--- config.mk ---
export PLATFORM = sky130hd
export DESIGN_NAME = fetch_sequencer
export DESIGN_NICKNAME = d
export VERILOG_FILES = /design/src/rtl/fetch_sequencer.sv
export SDC_FILE = /design/constraint.sdc
export NUM_CORES = 1
export LEC_CHECK = 0
export CAP_MARGIN = 30
export CORE_ASPECT_RATIO = 0.6
export CORE_MARGIN = 4
export CORE_UTILIZATION = 31
export CTS_BUF_LIST = sky130_fd_sc_hd__clkbuf_8
export CTS_CLUSTER_DIAMETER = 50
export DETAILED_ROUTE_END_ITERATION = 16
export GPL_ROUTABILITY_DRIVEN = 1
export PLACE_DENSITY_LB_ADDON = 0.2
export SYNTH_ARGS = -nofsm -noshare
export SYNTH_HDL_FRONTEND = slang
export SYNTH_SLANG_ARGS = --single-unit
export TNS_END_PERCENT = 100
--- constraint.sdc ---
create_clock -name clock -period 5.06 [get_ports clock]
set_input_delay 1.265 -clock clock [delete_from_list [all_inputs] [get_ports clock]]
set_output_delay 1.265 -clock clock [all_outputs]
set_load 0.01 [all_outputs]
--- src/rtl/fetch_sequencer.sv ---
// fetch_sequencer: boots, paces and redirects instruction fetch, flushing younger stages after each redirect
// Optional interrupt entry/return path enabled by defining FETCH_IRQ_EN.
module fetch_sequencer #(
  parameter logic [15:0] RESET_VECTOR = 16'h0000,
  parameter int          FLUSH_CYCLES = 2,
  parameter logic [15:0] IRQ_VECTOR   = 16'hFFF0
) (
  input  logic        clock,
  input  logic        reset,
`ifdef FETCH_IRQ_EN
  input  logic        irq,
  input  logic        irq_ret,
  output logic        irq_ack,
  output logic [15:0] epc,
`endif
  input  logic [15:0] pc_count,
  input  logic        stall,
  input  logic        branch_taken,
  input  logic [15:0] branch_target,
  input  logic        imem_ack,
  output logic        pc_increment,
  output logic        pc_jump_set,
  output logic [15:0] pc_jumpcount,
  output logic        imem_req,
  output logic [15:0] imem_addr,
  output logic        fetch_valid,
  output logic        flush
);
  typedef enum logic [1:0] {BOOT, FETCH, WAIT, FLUSH} state_t;
  state_t state, state_n;
  logic [2:0] cnt, cnt_n;
  logic redirect;
  logic [15:0] target;
  assign imem_addr = pc_count;
`ifdef FETCH_IRQ_EN
  logic irq_mask, ret_take;
  always_ff @(posedge clock) begin
    if (reset) begin
      irq_mask <= 1'b0;
      epc <= 16'h0000;
    end else if (irq_ack) begin
      irq_mask <= 1'b1;
      epc <= pc_count;
    end else if (ret_take) irq_mask <= 1'b0;
  end
`else
  logic unused_irq_vector;
  assign unused_irq_vector = ^IRQ_VECTOR;
`endif
  always_ff @(posedge clock) begin
    state <= state_n;
    cnt <= cnt_n;
  end
  always_comb begin
    state_n = state;
    cnt_n = cnt;
    pc_increment = 1'b0;
    pc_jump_set = 1'b0;
    pc_jumpcount = RESET_VECTOR;
    imem_req = 1'b0;
    fetch_valid = 1'b0;
    flush = 1'b0;
    redirect = 1'b0;
    target = branch_target;
`ifdef FETCH_IRQ_EN
    irq_ack = 1'b0;
    ret_take = 1'b0;
`endif
    if (reset) begin
      state_n = BOOT;
      cnt_n = 3'd0;
    end else begin
      case (state)
        BOOT: begin
          pc_jump_set = 1'b1;
          state_n = FETCH;
        end
        FETCH: begin
          if (branch_taken) redirect = 1'b1;
`ifdef FETCH_IRQ_EN
          else if (irq && !stall && !irq_mask) begin
            redirect = 1'b1;
            target = IRQ_VECTOR;
            irq_ack = 1'b1;
          end else if (irq_ret) begin
            redirect = 1'b1;
            target = epc;
            ret_take = 1'b1;
          end
`endif
          else if (!stall) begin
            imem_req = 1'b1;
            fetch_valid = imem_ack;
            pc_increment = imem_ack;
            state_n = imem_ack ? FETCH : WAIT;
          end
        end
        WAIT: begin
          if (branch_taken) redirect = 1'b1;
          else begin
            imem_req = 1'b1;
            fetch_valid = imem_ack && !stall;
            pc_increment = imem_ack && !stall;
            state_n = imem_ack ? FETCH : WAIT;
          end
        end
        default: begin
          flush = 1'b1;
          if (branch_taken) redirect = 1'b1;
          else begin
            cnt_n = cnt - 3'd1;
            state_n = (cnt <= 3'd1) ? FETCH : FLUSH;
          end
        end
      endcase
      // a redirect cancels any outstanding request and restarts the flush window
      if (redirect) begin
        pc_jump_set = 1'b1;
        pc_jumpcount = target;
        flush = 1'b1;
        cnt_n = 3'(FLUSH_CYCLES - 1);
        state_n = (FLUSH_CYCLES == 1) ? FETCH : FLUSH;
      end
    end
  end
endmodule

==> metrics.md <==
| Metric | Value |
|---|---|
| Synth Area in XOR/XNOR | `0%` |
| Switching Share | `40.18%` |
| Total grt overflow | `0` |
| Tightest Pin Transition | `between 0.5 and 0.6 ns` |
| WL/cell | `approximately 14 µm` |
| Synth Area in Compound Gates | `between 10% and 20%` |
| Full die area | `just over 0.003 mm²` |
| Sequential area share after synthesis | `between 10% and 20%` |
| Vias per inst | `roughly 4.8` |
| Routability cong. | `0.9034` |
| RSZ-0062 raised after global routing | `false` |
| Tot GR Track Use | `between 10% and 20%` |
| WP data required | `between 3 and 4 ns` |
| Crit end category | `primary output` |
| Final Critical Period | `4.548 ns` |
| Final hold violations | `0` |
| Final-layout fill cell count | `~200` |
| Post-synth EDFFs | `0` |
| Critical path data arrival time | `~3.3 ns` |
| Cell taking the most area after synthesis | `buf_4` |
| Die Height | `~45 µm` |
| Top FF cell, synth | `dfxtp_1` |
| Sw power | `about 0.13 mW` |
| Clock power share | `a little under a quarter` |
| Starting Density | `roughly a third` |
| Num Clock Sinks | `5` |
| Remaining antenna violation count | `0` |
| IO Port Bufs | `about 40` |
| Largest net degree at the start of global routing | `17` |
| Rows | `12` |
| Max Fclk | `0.2199 GHz` |
| Post-CTS sizing | `0` |
| Root buffer cell | `clkbuf_8` |
| # hold bufs at CTS | `0` |
| Vias in the first global route | `between 600 and 700` |
| Largest family of logic cells by synthesized area | `simple AND/OR/NAND/NOR gates` |
| Setup crit start kind | `input port` |
| Simple logic cell fraction of the synthesized area | `a little under a third` |
| Netlist cell types | `29` |
| Detailed Routing Iterations Pass 1 | `5` |
| Leak Pwr | `0.4059 nW` |
| Comb pwr share | `between 50% and 60%` |
| Clk slew on worst S/H paths | `about 0.04 ns` |
| Fin Setup TNS | `0 ns` |
| Post-Syn Area per Cell | `roughly 7.4 µm²` |
| Antenna diodes | `0` |
| TritonCTS clock tree | `yes` |
| Global-route wire length before repair | `slightly above 3 mm` |
| Yosys Warn Count | `0` |
| Hold Crit Class | `reg -> reg` |
| Hpwl dp | `1.676 mm` |
| Synth Register Bits | `5` |
| Mux share of post-synthesis cell area | `0%` |
| Die Wd | `69.16 µm` |
| Cell with the most instances after synthesis | `buf_4` |
| Share of the synthesized area in the top cell type | `18.35%` |
| Int Pwr | `roughly 0.2 mW` |
| Later-pin clock latency in the skew report | `0.22 ns` |
| Vias | `roughly 700` |
| Total wire length | `roughly 2 mm` |
| FF-to-FF setup slack | `between 3 and 4 ns` |
| Sequential Power Share | `17.8%` |
| Ranking of synthesized cells by area | `buf_4 18%, and2_1 14%, dfxtp_1 14%, ha_1 13%, a21oi_1 4.3%` |
| Pwr/cell area | `between 300 and 400 mW/mm²` |
| Final Cycle Share | `between 80 and 90%` |
| Post-synth top cells | `17 x buf_4, 16 x and2_1, 7 x ha_1, 7 x inv_1, 7 x nor2_1` |
| Layout Nets | `~160` |
| Pins Over Slew Limit | `0` |
| Max VDD drop | `between 200 and 250 µV` |
| Final setup violation count | `0` |
| Syn Std Cell Area | `695.7 µm²` |
| CTS buffer count | `3` |
| Clock buffer depth | `2` |
| Post-CTS Setup Inserts | `0` |
| # IOs | `74` |
| DRT iter0 DRCs | `17` |
| MaxCap Viol Count | `0` |
| Post-Synth Adder-Cell Area | `about an eighth` |
| Hold_ws | `0.5267 ns` |
| Crit-path max FO | `16` |
| DRC errors left | `0` |
| Total nets after synthesis | `roughly 140` |
| Layout cells sized above 1 | `around 5.9%` |
| Slew headroom | `a little over three fifths` |
| Area added between synthesis and finish | `50.54%` |
| Initial antenna violation count | `0` |
| Core area | `0.001982 mm²` |
| Mapped Cells | `94` |
| CP Class | `in -> out` |
| H-tree depth | `1` |
| Clk_skew | `between 0.002 and 0.0025 ns` |
| FFs w/ async S/R, synth | `0%` |
| Run status | `finished clean` |
==> power by group through the flow <==
stage | sequential, mW | combinational [mW] | clock [mW]
global route | 0.0610 | 0.212 | 0.0795
CTS | 0.0587 | 0.194 | 0.0764
detailed placement | 0.0593 | 0.193 | 0
global placement | 0.0585 | 0.192 | 0
floorplan | 0.0570 | 0.132 | 0
finish | 0.0589 | 0.197 | 0.0749
==> layout make-up <==
| type | count | area [µm²] | area share, % |
|---|---|---|---|
| flip-flops and latches | 5 | 100.1 | 9.558 |
| inverters | 7 | 26.28 | 2.509 |
| multi-input cells | 62 | 429.2 | 40.98 |
| well taps | 28 | 35.03 | 3.345 |
| clock buffers | 3 | 41.29 | 3.943 |
| clock inverters | 1 | 5.005 | 0.4779 |
| repair buffers | 41 | 410.4 | 39.19 |
==> logic make-up (layout without fill, tap and decap cells) <==
logic type,after synthesis,in the layout
simple gates,38,38
buf+inv,27,52
compound gates,17,17
fa+ha+maj,7,7
flops,5,5
==> layer usage <==
layer	global-route usage (%)	vias to the layer above	part of all wire, %
li1	-	346	-
met1	16.89	309	47
met2	16.29	46	42
met3	6.889	2	11
met4	2.724	0	0.10
met5	0	-	0
==> flip-flops by register name, summed over array words and instances, names as in the netlist <==
register and cells:
cnt 3, state 2
==> final timing paths <==
check | start | end | cells after the start
worst max-delay path | branch_taken | pc_jumpcount[7] | 5
worst min-delay path | cnt[1] | cnt[1] | 2
worst max register to register | state[0] | state[0] | 4
worst min register to register | cnt[1] | cnt[1] | 2
==> through the flow <==
stage	power (mW)	utilization [%]	cells	worst slack [ns]	instance area [µm²]
final	0.3305	52.84	147	0.5124	1047
after global routing	0.3522	52.84	147	0.3760	1047
after CTS	0.3294	52.84	147	0.4936	1047
after detailed placement	0.2527	50.51	143	0.4935	1001
after global placement	0.2504	50.51	143	0.5823	1001
after floorplan	0.1891	-	94	1.388	695.7
==> cells in the final DEF (no fill, tap or decap), types with 2 or more instances in the layout <==
cell type,Yosys,routed
nand2b_1,2,2
inv_1,7,7
ha_1,7,7
clkdlybuf4s50_1,0,41
clkbuf_8,0,3
nand2_1,6,6
dfxtp_1,5,5
a21oi_1,6,6
and2_1,16,16
nor2_1,7,7
==> worst max-delay path, cell delays in order <==
cell	delay (ns)
clkdlybuf4s50_1	0.76
nand2b_4	0.13
nor2_2	0.38
and2_1	0.19
clkdlybuf4s50_1	0.55
No activity file was read; power rests on OpenSTA's default activity.
